<file path="config.mk">
export PLATFORM = sky130hd
export DESIGN_NAME = event_packer_flat
export DESIGN_NICKNAME = d
export VERILOG_FILES = /design/src/rtl/event_packer_if.sv /design/src/rtl/event_packer.sv /design/src/flat_wrapper.sv
export SDC_FILE = /design/constraint.sdc
export NUM_CORES = 1
export LEC_CHECK = 0
export ABC_CLOCK_PERIOD_IN_PS = 8600
export BUFFER_PORTS_ARGS = -buffer_cell sky130_fd_sc_hd__clkbuf_2
export CORE_MARGIN = 5
export CORE_UTILIZATION = 40
export CTS_CLUSTER_DIAMETER = 40
export DETAILED_ROUTE_END_ITERATION = 12
export PLACE_DENSITY = 0.65
export SKIP_CTS_REPAIR_TIMING = 1
export SLEW_MARGIN = 20
export SYNTH_ARGS = -nofsm -noshare
export SYNTH_HDL_FRONTEND = slang
export SYNTH_SLANG_ARGS = --single-unit
</file>
<file path="constraint.sdc">
create_clock -name clk -period 8.6 [get_ports clk]
set_input_delay 0.86 -clock clk [delete_from_list [all_inputs] [get_ports clk]]
set_output_delay 0.86 -clock clk [all_outputs]
set_load 0.02 [all_outputs]
</file>
<file path="src/rtl/event_packer_if.sv">
// event_packer_if -- packet stream between event_packer and its consumer.
//   evt_data  [15:0] packet word at the FIFO head (producer -> consumer)
//   evt_valid        FIFO non-empty                (producer -> consumer)
//   evt_ready        consumer accepts evt_data     (consumer -> producer)
// Modports: master = packer side, slave = consumer side.
`timescale 1ns/1ps
interface event_packer_if;
    logic [15:0] evt_data;
    logic        evt_valid;
    logic        evt_ready;

    modport master (output evt_data, output evt_valid, input evt_ready);
    modport slave  (input evt_data, input evt_valid, output evt_ready);
endinterface

</file>
<file path="src/rtl/event_packer.sv">
// event_packer -- captures a frame of per-unit spike flags / event codes on
// sample_valid, scans the units one per cycle and pushes a 16-bit packet for
// every qualifying unit into a first-word fall-through FIFO.
//
// Ports:
//   clk, rst                 clock, asynchronous active-low reset
//   sample_valid             frame strobe
//   spike_detection_array    per-unit spike flags
//   event_out_array          per-unit 2-bit event codes (unit k at [2k+1:2k])
//   evt                      packet stream (event_packer_if.master)
//   fifo_count               FIFO occupancy
//   overflow                 sticky: packet lost on a full FIFO
//   frame_drop               sticky: frame lost while a scan was running
//   clear_flags              synchronous clear of both sticky flags
//
// Packet: [15] spike, [14:13] event, [12:11] unit, [10:0] timestamp.
// Build option: define EVENT_PACKER_TIMESTAMP_EN to implement the frame
// timestamp counter; otherwise the timestamp field is tied to zero.
`timescale 1ns/1ps
module event_packer #(
    parameter int NUM_UNITS  = 4,
    parameter int FIFO_DEPTH = 8,
    parameter int TS_WIDTH   = 11
) (
    input  logic                          clk,
    input  logic                          rst,
    input  logic                          sample_valid,
    input  logic [NUM_UNITS-1:0]          spike_detection_array,
    input  logic [2*NUM_UNITS-1:0]        event_out_array,
    event_packer_if.master                evt,
    output logic [$clog2(FIFO_DEPTH):0]   fifo_count,
    output logic                          overflow,
    output logic                          frame_drop,
    input  logic                          clear_flags
);
    localparam int IDX_W = $clog2(NUM_UNITS);
    localparam int PTR_W = $clog2(FIFO_DEPTH);
    localparam int CNT_W = PTR_W + 1;
    localparam logic [IDX_W-1:0] LAST_IDX = IDX_W'(NUM_UNITS - 1);

    typedef enum logic {IDLE, SCAN} state_e;

    state_e                  state_q, state_d;
    logic [IDX_W-1:0]        idx_q, idx_d;
    logic                    capture, drop, scanning;

    // ------------------------------------------------------------------
    // FSM: state register / next state / outputs
    // ------------------------------------------------------------------
    always_ff @(posedge clk or negedge rst) begin
        if (!rst) begin
            state_q <= IDLE;
            idx_q   <= '0;
        end else begin
            state_q <= state_d;
            idx_q   <= idx_d;
        end
    end

    always_comb begin
        state_d = state_q;
        idx_d   = idx_q;
        case (state_q)
            IDLE: if (sample_valid) begin
                state_d = SCAN;
                idx_d   = '0;
            end
            SCAN: if (idx_q == LAST_IDX) begin
                state_d = IDLE;
                idx_d   = '0;
            end else begin
                idx_d   = idx_q + 1'b1;
            end
            default: begin
                state_d = IDLE;
                idx_d   = '0;
            end
        endcase
    end

    always_comb begin
        capture  = (state_q == IDLE) && sample_valid;
        drop     = (state_q == SCAN) && sample_valid;
        scanning = (state_q == SCAN);
    end

    // ------------------------------------------------------------------
    // Frame registers
    // ------------------------------------------------------------------
    logic [NUM_UNITS-1:0]   spk_q, spk_d;
    logic [2*NUM_UNITS-1:0] ev_q, ev_d;

    always_comb begin
        spk_d = capture ? spike_detection_array : spk_q;
        ev_d  = capture ? event_out_array       : ev_q;
    end

    always_ff @(posedge clk or negedge rst) begin
        if (!rst) begin
            spk_q <= '0;
            ev_q  <= '0;
        end else begin
            spk_q <= spk_d;
            ev_q  <= ev_d;
        end
    end

    // ------------------------------------------------------------------
    // Timestamp
    // ------------------------------------------------------------------
    logic [10:0] ts_field;

`ifdef EVENT_PACKER_TIMESTAMP_EN
    logic [TS_WIDTH-1:0] ts_q, ts_d, ts_cap_q, ts_cap_d;

    // Counts every strobe, dropped frames included; a captured frame keeps
    // the pre-increment value.
    always_comb begin
        ts_d     = sample_valid ? ts_q + 1'b1 : ts_q;
        ts_cap_d = capture ? ts_q : ts_cap_q;
    end

    always_ff @(posedge clk or negedge rst) begin
        if (!rst) begin
            ts_q     <= '0;
            ts_cap_q <= '0;
        end else begin
            ts_q     <= ts_d;
            ts_cap_q <= ts_cap_d;
        end
    end

    if (TS_WIDTH >= 11) begin : g_ts_trunc
        assign ts_field = ts_cap_q[10:0];
    end else begin : g_ts_ext
        assign ts_field = {{(11-TS_WIDTH){1'b0}}, ts_cap_q};
    end
`else
    assign ts_field = '0;
`endif

    // ------------------------------------------------------------------
    // Unit select and packet build
    // ------------------------------------------------------------------
    logic        cur_spk;
    logic [1:0]  cur_ev;
    logic        push_req;
    logic [15:0] pkt;

    always_comb begin
        cur_spk = 1'b0;
        cur_ev  = '0;
        for (int k = 0; k < NUM_UNITS; k++) begin
            if (idx_q == IDX_W'(k)) begin
                cur_spk = spk_q[k];
                cur_ev  = ev_q[2*k +: 2];
            end
        end
        push_req = scanning && (cur_spk || (cur_ev != 2'b00));
        pkt      = {cur_spk, cur_ev, idx_q, ts_field};
    end

    // ------------------------------------------------------------------
    // Packet FIFO (first-word fall-through)
    // ------------------------------------------------------------------
    logic [15:0]      mem_q [FIFO_DEPTH];
    logic [PTR_W-1:0] wr_ptr_q, wr_ptr_d, rd_ptr_q, rd_ptr_d;
    logic [CNT_W-1:0] count_q, count_d;
    logic             full, pop, push, ovf_set;
    logic             overflow_q, overflow_d, frame_drop_q, frame_drop_d;

    always_comb begin
        full    = (count_q == CNT_W'(FIFO_DEPTH));
        pop     = (count_q != '0) && evt.evt_ready;
        // A full FIFO still accepts the push when the head leaves this cycle.
        push    = push_req && (!full || pop);
        ovf_set = push_req && full && !pop;

        wr_ptr_d = push ? wr_ptr_q + 1'b1 : wr_ptr_q;
        rd_ptr_d = pop  ? rd_ptr_q + 1'b1 : rd_ptr_q;
        case ({push, pop})
            2'b10:   count_d = count_q + 1'b1;
            2'b01:   count_d = count_q - 1'b1;
            default: count_d = count_q;
        endcase

        // Clear wins over a same-cycle set.
        overflow_d   = clear_flags ? 1'b0 : (overflow_q   | ovf_set);
        frame_drop_d = clear_flags ? 1'b0 : (frame_drop_q | drop);
    end

    always_ff @(posedge clk or negedge rst) begin
        if (!rst) begin
            wr_ptr_q     <= '0;
            rd_ptr_q     <= '0;
            count_q      <= '0;
            overflow_q   <= 1'b0;
            frame_drop_q <= 1'b0;
        end else begin
            wr_ptr_q     <= wr_ptr_d;
            rd_ptr_q     <= rd_ptr_d;
            count_q      <= count_d;
            overflow_q   <= overflow_d;
            frame_drop_q <= frame_drop_d;
        end
    end

    // Storage needs no reset: contents are only observed while count_q != 0.
    always_ff @(posedge clk) begin
        if (push) mem_q[wr_ptr_q] <= pkt;
    end

    assign evt.evt_data  = mem_q[rd_ptr_q];
    assign evt.evt_valid = (count_q != '0);
    assign fifo_count    = count_q;
    assign overflow      = overflow_q;
    assign frame_drop    = frame_drop_q;

endmodule

</file>
<file path="src/flat_wrapper.sv">
// flat-port wrapper written by rule: the top's interface ports become plain ports
module event_packer_flat 
#(
    parameter int NUM_UNITS  = 4,
    parameter int FIFO_DEPTH = 8,
    parameter int TS_WIDTH   = 11
)
  (clk, rst, sample_valid, spike_detection_array, event_out_array, fifo_count, overflow, frame_drop, clear_flags, evt_evt_data, evt_evt_valid, evt_evt_ready);
  event_packer_if evt_i ();
  input  logic clk;
  input  logic rst;
  input  logic sample_valid;
  input  logic [NUM_UNITS-1:0] spike_detection_array;
  input  logic [2*NUM_UNITS-1:0] event_out_array;
  output logic [$clog2(FIFO_DEPTH):0] fifo_count;
  output logic overflow;
  output logic frame_drop;
  input  logic clear_flags;
  output wire logic [$bits(evt_i.evt_data)-1:0] evt_evt_data;
  output wire logic [$bits(evt_i.evt_valid)-1:0] evt_evt_valid;
  input wire logic [$bits(evt_i.evt_ready)-1:0] evt_evt_ready;
  assign evt_evt_data = evt_i.evt_data;
  assign evt_evt_valid = evt_i.evt_valid;
  assign evt_i.evt_ready = evt_evt_ready;
  event_packer #(.NUM_UNITS(NUM_UNITS), .FIFO_DEPTH(FIFO_DEPTH), .TS_WIDTH(TS_WIDTH)) u_core (.clk(clk), .rst(rst), .sample_valid(sample_valid), .spike_detection_array(spike_detection_array), .event_out_array(event_out_array), .evt(evt_i), .fifo_count(fifo_count), .overflow(overflow), .frame_drop(frame_drop), .clear_flags(clear_flags));
endmodule
</file>
==> report_table.html <==
<table>
<tr><th>Metric</th><th>Value</th></tr>
<tr><th colspan="2">Synth</th></tr>
<tr><td>Sequential cell area fraction in the yosys report</td><td>61.5%</td></tr>
<tr><td>Post-synth EDFFs</td><td>40</td></tr>
<tr><td>Synthesized area</td><td>0.00305 mm2</td></tr>
<tr><td>Average size of a mapped cell</td><td>15.2 um2</td></tr>
<tr><td>Number of different library cells in the post-synthesis netlist</td><td>42</td></tr>
<tr><td>Predominant post-synthesis flop cell</td><td>edfxtp_1</td></tr>
<tr><td>Synthesized instance count</td><td>201</td></tr>
<tr><td>Number of storage elements in the synthesis netlist</td><td>67</td></tr>
<tr><td>Warning count from the yosys run</td><td>0</td></tr>
<tr><td>Share of async-settable or async-resettable flops after synthesis</td><td>40.3%</td></tr>
<tr><th colspan="2">Layout</th></tr>
<tr><td>Final #Nets</td><td>258</td></tr>
<tr><td>Fraction of final layout cells sized beyond drive strength 1</td><td>29.1%</td></tr>
<tr><td>Fill cell instance count of the final layout</td><td>661</td></tr>
<tr><td>Area growth from synthesis to layout</td><td>12.3%</td></tr>
<tr><td>Inserted Diodes</td><td>0</td></tr>
<tr><td>Post-route insts no fill</td><td>336</td></tr>
<tr><th colspan="2">Floorplanning</th></tr>
<tr><td>Area of the die</td><td>0.00948 mm2</td></tr>
<tr><td>Core region area</td><td>0.00733 mm2</td></tr>
<tr><td>Initial standard-cell utilization of the core</td><td>41.6%</td></tr>
<tr><td>Die H</td><td>97.3 um</td></tr>
<tr><td>Die width</td><td>97.3 um</td></tr>
<tr><td>I/O pin count</td><td>40</td></tr>
<tr><td>Total number of placement rows</td><td>31</td></tr>
<tr><th colspan="2">Detailed routing</th></tr>
<tr><td>Routed length per placed instance</td><td>15.2 um</td></tr>
<tr><td>Highest layer used for signal routing</td><td>met4</td></tr>
<tr><td>DR vias</td><td>1682</td></tr>
<tr><td>Amount of wire on met2 after detailed routing</td><td>2480 um</td></tr>
<tr><td>Antenna-violating nets left</td><td>0</td></tr>
<tr><td>Pre-Repair DR Iteration Count</td><td>5</td></tr>
<tr><td>Detailed-route wire length on metal 1</td><td>2300 um</td></tr>
<tr><td>Total wire length</td><td>5120 um</td></tr>
<tr><td>Violation count after the first detailed-route iteration</td><td>132</td></tr>
<tr><td>Via density per instance</td><td>5.01</td></tr>
<tr><td>Drt drc</td><td>0</td></tr>
<tr><td>Metal3 WL</td><td>277 um</td></tr>
<tr><th colspan="2">GRT</th></tr>
<tr><td>Global Route Usage Sum</td><td>11.8%</td></tr>
<tr><td>Pin count of the biggest net entering global routing</td><td>28</td></tr>
<tr><td>Total congestion overflow</td><td>0</td></tr>
<tr><td>Number of global-route vias before repair</td><td>1716</td></tr>
<tr><td>Global-route wire length before repair</td><td>8540 um</td></tr>
<tr><td>Initial antenna violation count</td><td>0</td></tr>
<tr><th colspan="2">Clock tree</th></tr>
<tr><td>Inserted Clock Buffers</td><td>9</td></tr>
<tr><td>Clk pin slew, worst setup/hold paths</td><td>70 ps</td></tr>
<tr><td>CTS sink count</td><td>67</td></tr>
<tr><td>Buffer levels on the longest clock path</td><td>2</td></tr>
<tr><td>Clock network latency to the later pin of the worst-skew pair</td><td>340 ps</td></tr>
<tr><td>Library cell used as clock root buffer</td><td>clkbuf_8</td></tr>
<tr><td>CTS H-Tree Depth</td><td>3</td></tr>
<tr><td>TritonCTS clock tree</td><td>yes</td></tr>
<tr><th colspan="2">Critical path</th></tr>
<tr><td>Worst setup path start</td><td>u_core.idx_q[1]</td></tr>
<tr><td>Worst Path Required</td><td>8820 ps</td></tr>
<tr><td>Depth of the worst register-to-register path</td><td>14</td></tr>
<tr><td>Kind of start point of the critical path</td><td>register</td></tr>
<tr><td>Top fanout value on the critical path</td><td>11</td></tr>
<tr><td>Chain of cells forming the critical path</td><td>inv_1, ha_1, nand3b_1, a221oi_2, a211oi_2, nor3b_2, inv_1, ha_1, xor2_1, ha_1, a21oi_1, xor2_1, nor2_1, xor2_1</td></tr>
<tr><td>CP Capture Point</td><td>u_core.fifo_count[2]</td></tr>
<tr><td>Worst setup path class</td><td>register to register</td></tr>
<tr><td>Worst reg2reg setup slack</td><td>5060 ps</td></tr>
<tr><td>Signal arrival time at the worst endpoint</td><td>3760 ps</td></tr>
<tr><td>Largest stage delay on the critical path</td><td>600 ps</td></tr>
<tr><td>Slowest stage cell on the critical path</td><td>a221oi_2</td></tr>
<tr><td>Worst flop-to-flop path startpoint</td><td>u_core.idx_q[1]</td></tr>
<tr><td>Endpoint of the worst register-to-register path</td><td>u_core.fifo_count[2]</td></tr>
<tr><td>Crit end category</td><td>register</td></tr>
<tr><th colspan="2">Power</th></tr>
<tr><td>Int Power</td><td>904 uW</td></tr>
<tr><td>Net switching power</td><td>524 uW</td></tr>
<tr><td>Power density relative to cell area</td><td>417 mW/mm2</td></tr>
<tr><td>Share of total power in the clock network</td><td>17.7%</td></tr>
<tr><td>Combinational Power Share</td><td>38.6%</td></tr>
<tr><td>Part of the power in registers</td><td>43.8%</td></tr>
<tr><td>Leakage</td><td>1.32 nW</td></tr>
<tr><td>IR Drop Worst-Case VDD</td><td>0.000152 V</td></tr>
<tr><td>Proportion of total power due to net switching</td><td>36.7%</td></tr>
<tr><th colspan="2">Timing</th></tr>
<tr><td>Actual slew at the worst max-slew pin</td><td>718 ps</td></tr>
<tr><td>Setup clock skew after layout</td><td>8.53 ps</td></tr>
<tr><td>Maximum clock frequency</td><td>283 MHz</td></tr>
<tr><td>Final number of max-transition violations</td><td>0</td></tr>
<tr><td>Post-route clock period utilization</td><td>41.1%</td></tr>
<tr><td>Worst slew slack as a fraction of its limit</td><td>52.1%</td></tr>
<tr><td>Count of endpoints failing setup in the final report</td><td>0</td></tr>
<tr><td>Unrepaired setup endpoints after global routing</td><td>no</td></tr>
<tr><td>Final sum of negative setup slack</td><td>0 ps</td></tr>
<tr><td>Min Tclk post-route</td><td>3540 ps</td></tr>
<tr><td>Final Hold Violating Endpoints</td><td>0</td></tr>
<tr><th colspan="2">Run</th></tr>
<tr><td>Number of maximum-capacitance constraint violations</td><td>0</td></tr>
<tr><th colspan="2">Place</th></tr>
<tr><td>Final estimated routing congestion in global placement</td><td>0.878</td></tr>
<tr><td>DPL Wire Length</td><td>3610 um</td></tr>
<tr><td>Buffers added on ports</td><td>28</td></tr>
<tr><td>DP Cell Count</td><td>320</td></tr>
<tr><th colspan="2">Status</th></tr>
<tr><td>Run status</td><td>finished, final reports clean</td></tr>
<tr><th colspan="2">Worst hold path</th></tr>
<tr><td>Hold-critical path depth</td><td>1</td></tr>
<tr><td>Path category of the worst min-delay check</td><td>register to register</td></tr>
</table>
==> registers in the layout, indices dropped and copies added (netlist names), 2 cells and up <==
| register | flops |
|---|---|
| u_core.rd_ptr_q | 3 |
| u_core.spk_q | 4 |
| u_core.ev_q | 8 |
| u_core.idx_q | 2 |
| u_core.wr_ptr_q | 3 |
| u_core.fifo_count | 4 |
| u_core.mem_q | 40 |
==> cell type report <==
class | instances | area, um2 | share of cell area [%]
clock buffer | 10 | 128 | 3.72
tap | 99 | 124 | 3.61
multi-input combinational | 120 | 1070 | 31.3
inverter | 6 | 22.5 | 0.657
sequential | 67 | 1880 | 54.7
clock inverter | 6 | 63.8 | 1.86
timing repair buffer | 28 | 140 | 4.09
==> cells by family after synthesis <==
family                   synth area share [%]
buffers and inverters                    4.63
multiplexers                             14.7
adder cells (fa/ha/maj)                  3.69
other                                   0.123
flip-flops                               61.5
AO/OA/AOI/OAI                            4.35
AND/OR/NAND/NOR                          8.41
XOR/XNOR                                 2.58
==> per-layer routing <==
metal,track usage [%],up-vias
met5,0,-
met4,5.22,0
met3,3.66,4
met2,18.2,50
met1,15.2,845
li1,-,783
==> cell usage after synthesis (3+ instances only) <==
master / number / share of area (%)
edfxtp_1: 40 / 39
dfrtp_1: 27 / 22
mux2_1: 13 / 4.8
nor2_1: 13 / 1.6
buf_4: 11 / 2.7
mux4_2: 10 / 7.4
ha_1: 9 / 3.7
nand2_1: 8 / 0.98
mux2_2: 6 / 2.2
xor2_1: 6 / 1.7
inv_1: 5 / 0.62
nand3b_1: 5 / 1.2
a21oi_1: 4 / 0.66
a211oi_2: 3 / 1.2
clkbuf_1: 3 / 0.37
nand2b_1: 3 / 0.62
o21ai_1: 3 / 0.49
xnor2_1: 3 / 0.86
==> power by group through the flow <==
stage	Combinational, mW	Sequential (mW)	Clock (mW)
after global placement	0.552	0.628	0
after detailed placement	0.557	0.635	0
after global routing	0.614	0.646	0.274
after CTS	0.559	0.628	0.260
after floorplan	0.462	0.587	0
final	0.551	0.625	0.253
==> cells in the final DEF, fill, tap and decap left out, types with 2 or more instances in the layout <==
cell type  synthesis  layout
nand2_1            8       8
dfrtp_1           27      27
nor2_1            13      13
nand3_1            2       2
mux2_1            13      13
clkbuf_8           0       9
conb_1             1      11
nand2b_1           3       3
edfxtp_1          40      40
nor3b_1            2       2
o21ai_1            3       3
a211oi_2           3       3
xor2_1             6       6
inv_6              0       2
a211oi_1           2       2
xnor2_1            3       3
a21oi_1            4       4
inv_1              5       5
mux2_2             6       6
mux4_2            10      10
nand3b_1           5       5
ha_1               9       9
clkbuf_2           0      28
==> worst min-delay path by stage <==
stage	start	to
after floorplan	u_core.spk_q[0]	u_core.spk_q[0]
after global placement	u_core.ev_q[6]	u_core.ev_q[6]
after detailed placement	u_core.ev_q[6]	u_core.ev_q[6]
after CTS	u_core.ev_q[6]	u_core.ev_q[6]
after global routing	u_core.overflow	u_core.overflow
final	u_core.ev_q[6]	u_core.ev_q[6]
==> through the flow <==
step | hold slack [ps] | util, % | total power, mW | instance area [um2] | setup slack, ps
after floorplan | 458 | - | 1.05 | 3090 | 5540
after global placement | 477 | 44.1 | 1.18 | 3230 | 5210
after detailed placement | 490 | 44.1 | 1.19 | 3230 | 5070
after CTS | 508 | 46.7 | 1.45 | 3430 | 5060
after global routing | 523 | 46.8 | 1.53 | 3430 | 4700
final | 499 | 46.8 | 1.43 | 3430 | 5060
==> worst max-delay path: cells and delay by family (launching register included) <==
kind	cells	cell delay, ps
AO/OA/AOI/OAI	3	860
adder cells (fa/ha/maj)	3	730
AND/OR/NAND/NOR	3	570
flip-flops	1	560
XOR/XNOR	3	460
buffers and inverters	2	240
Power figures use the tool's default switching activity.
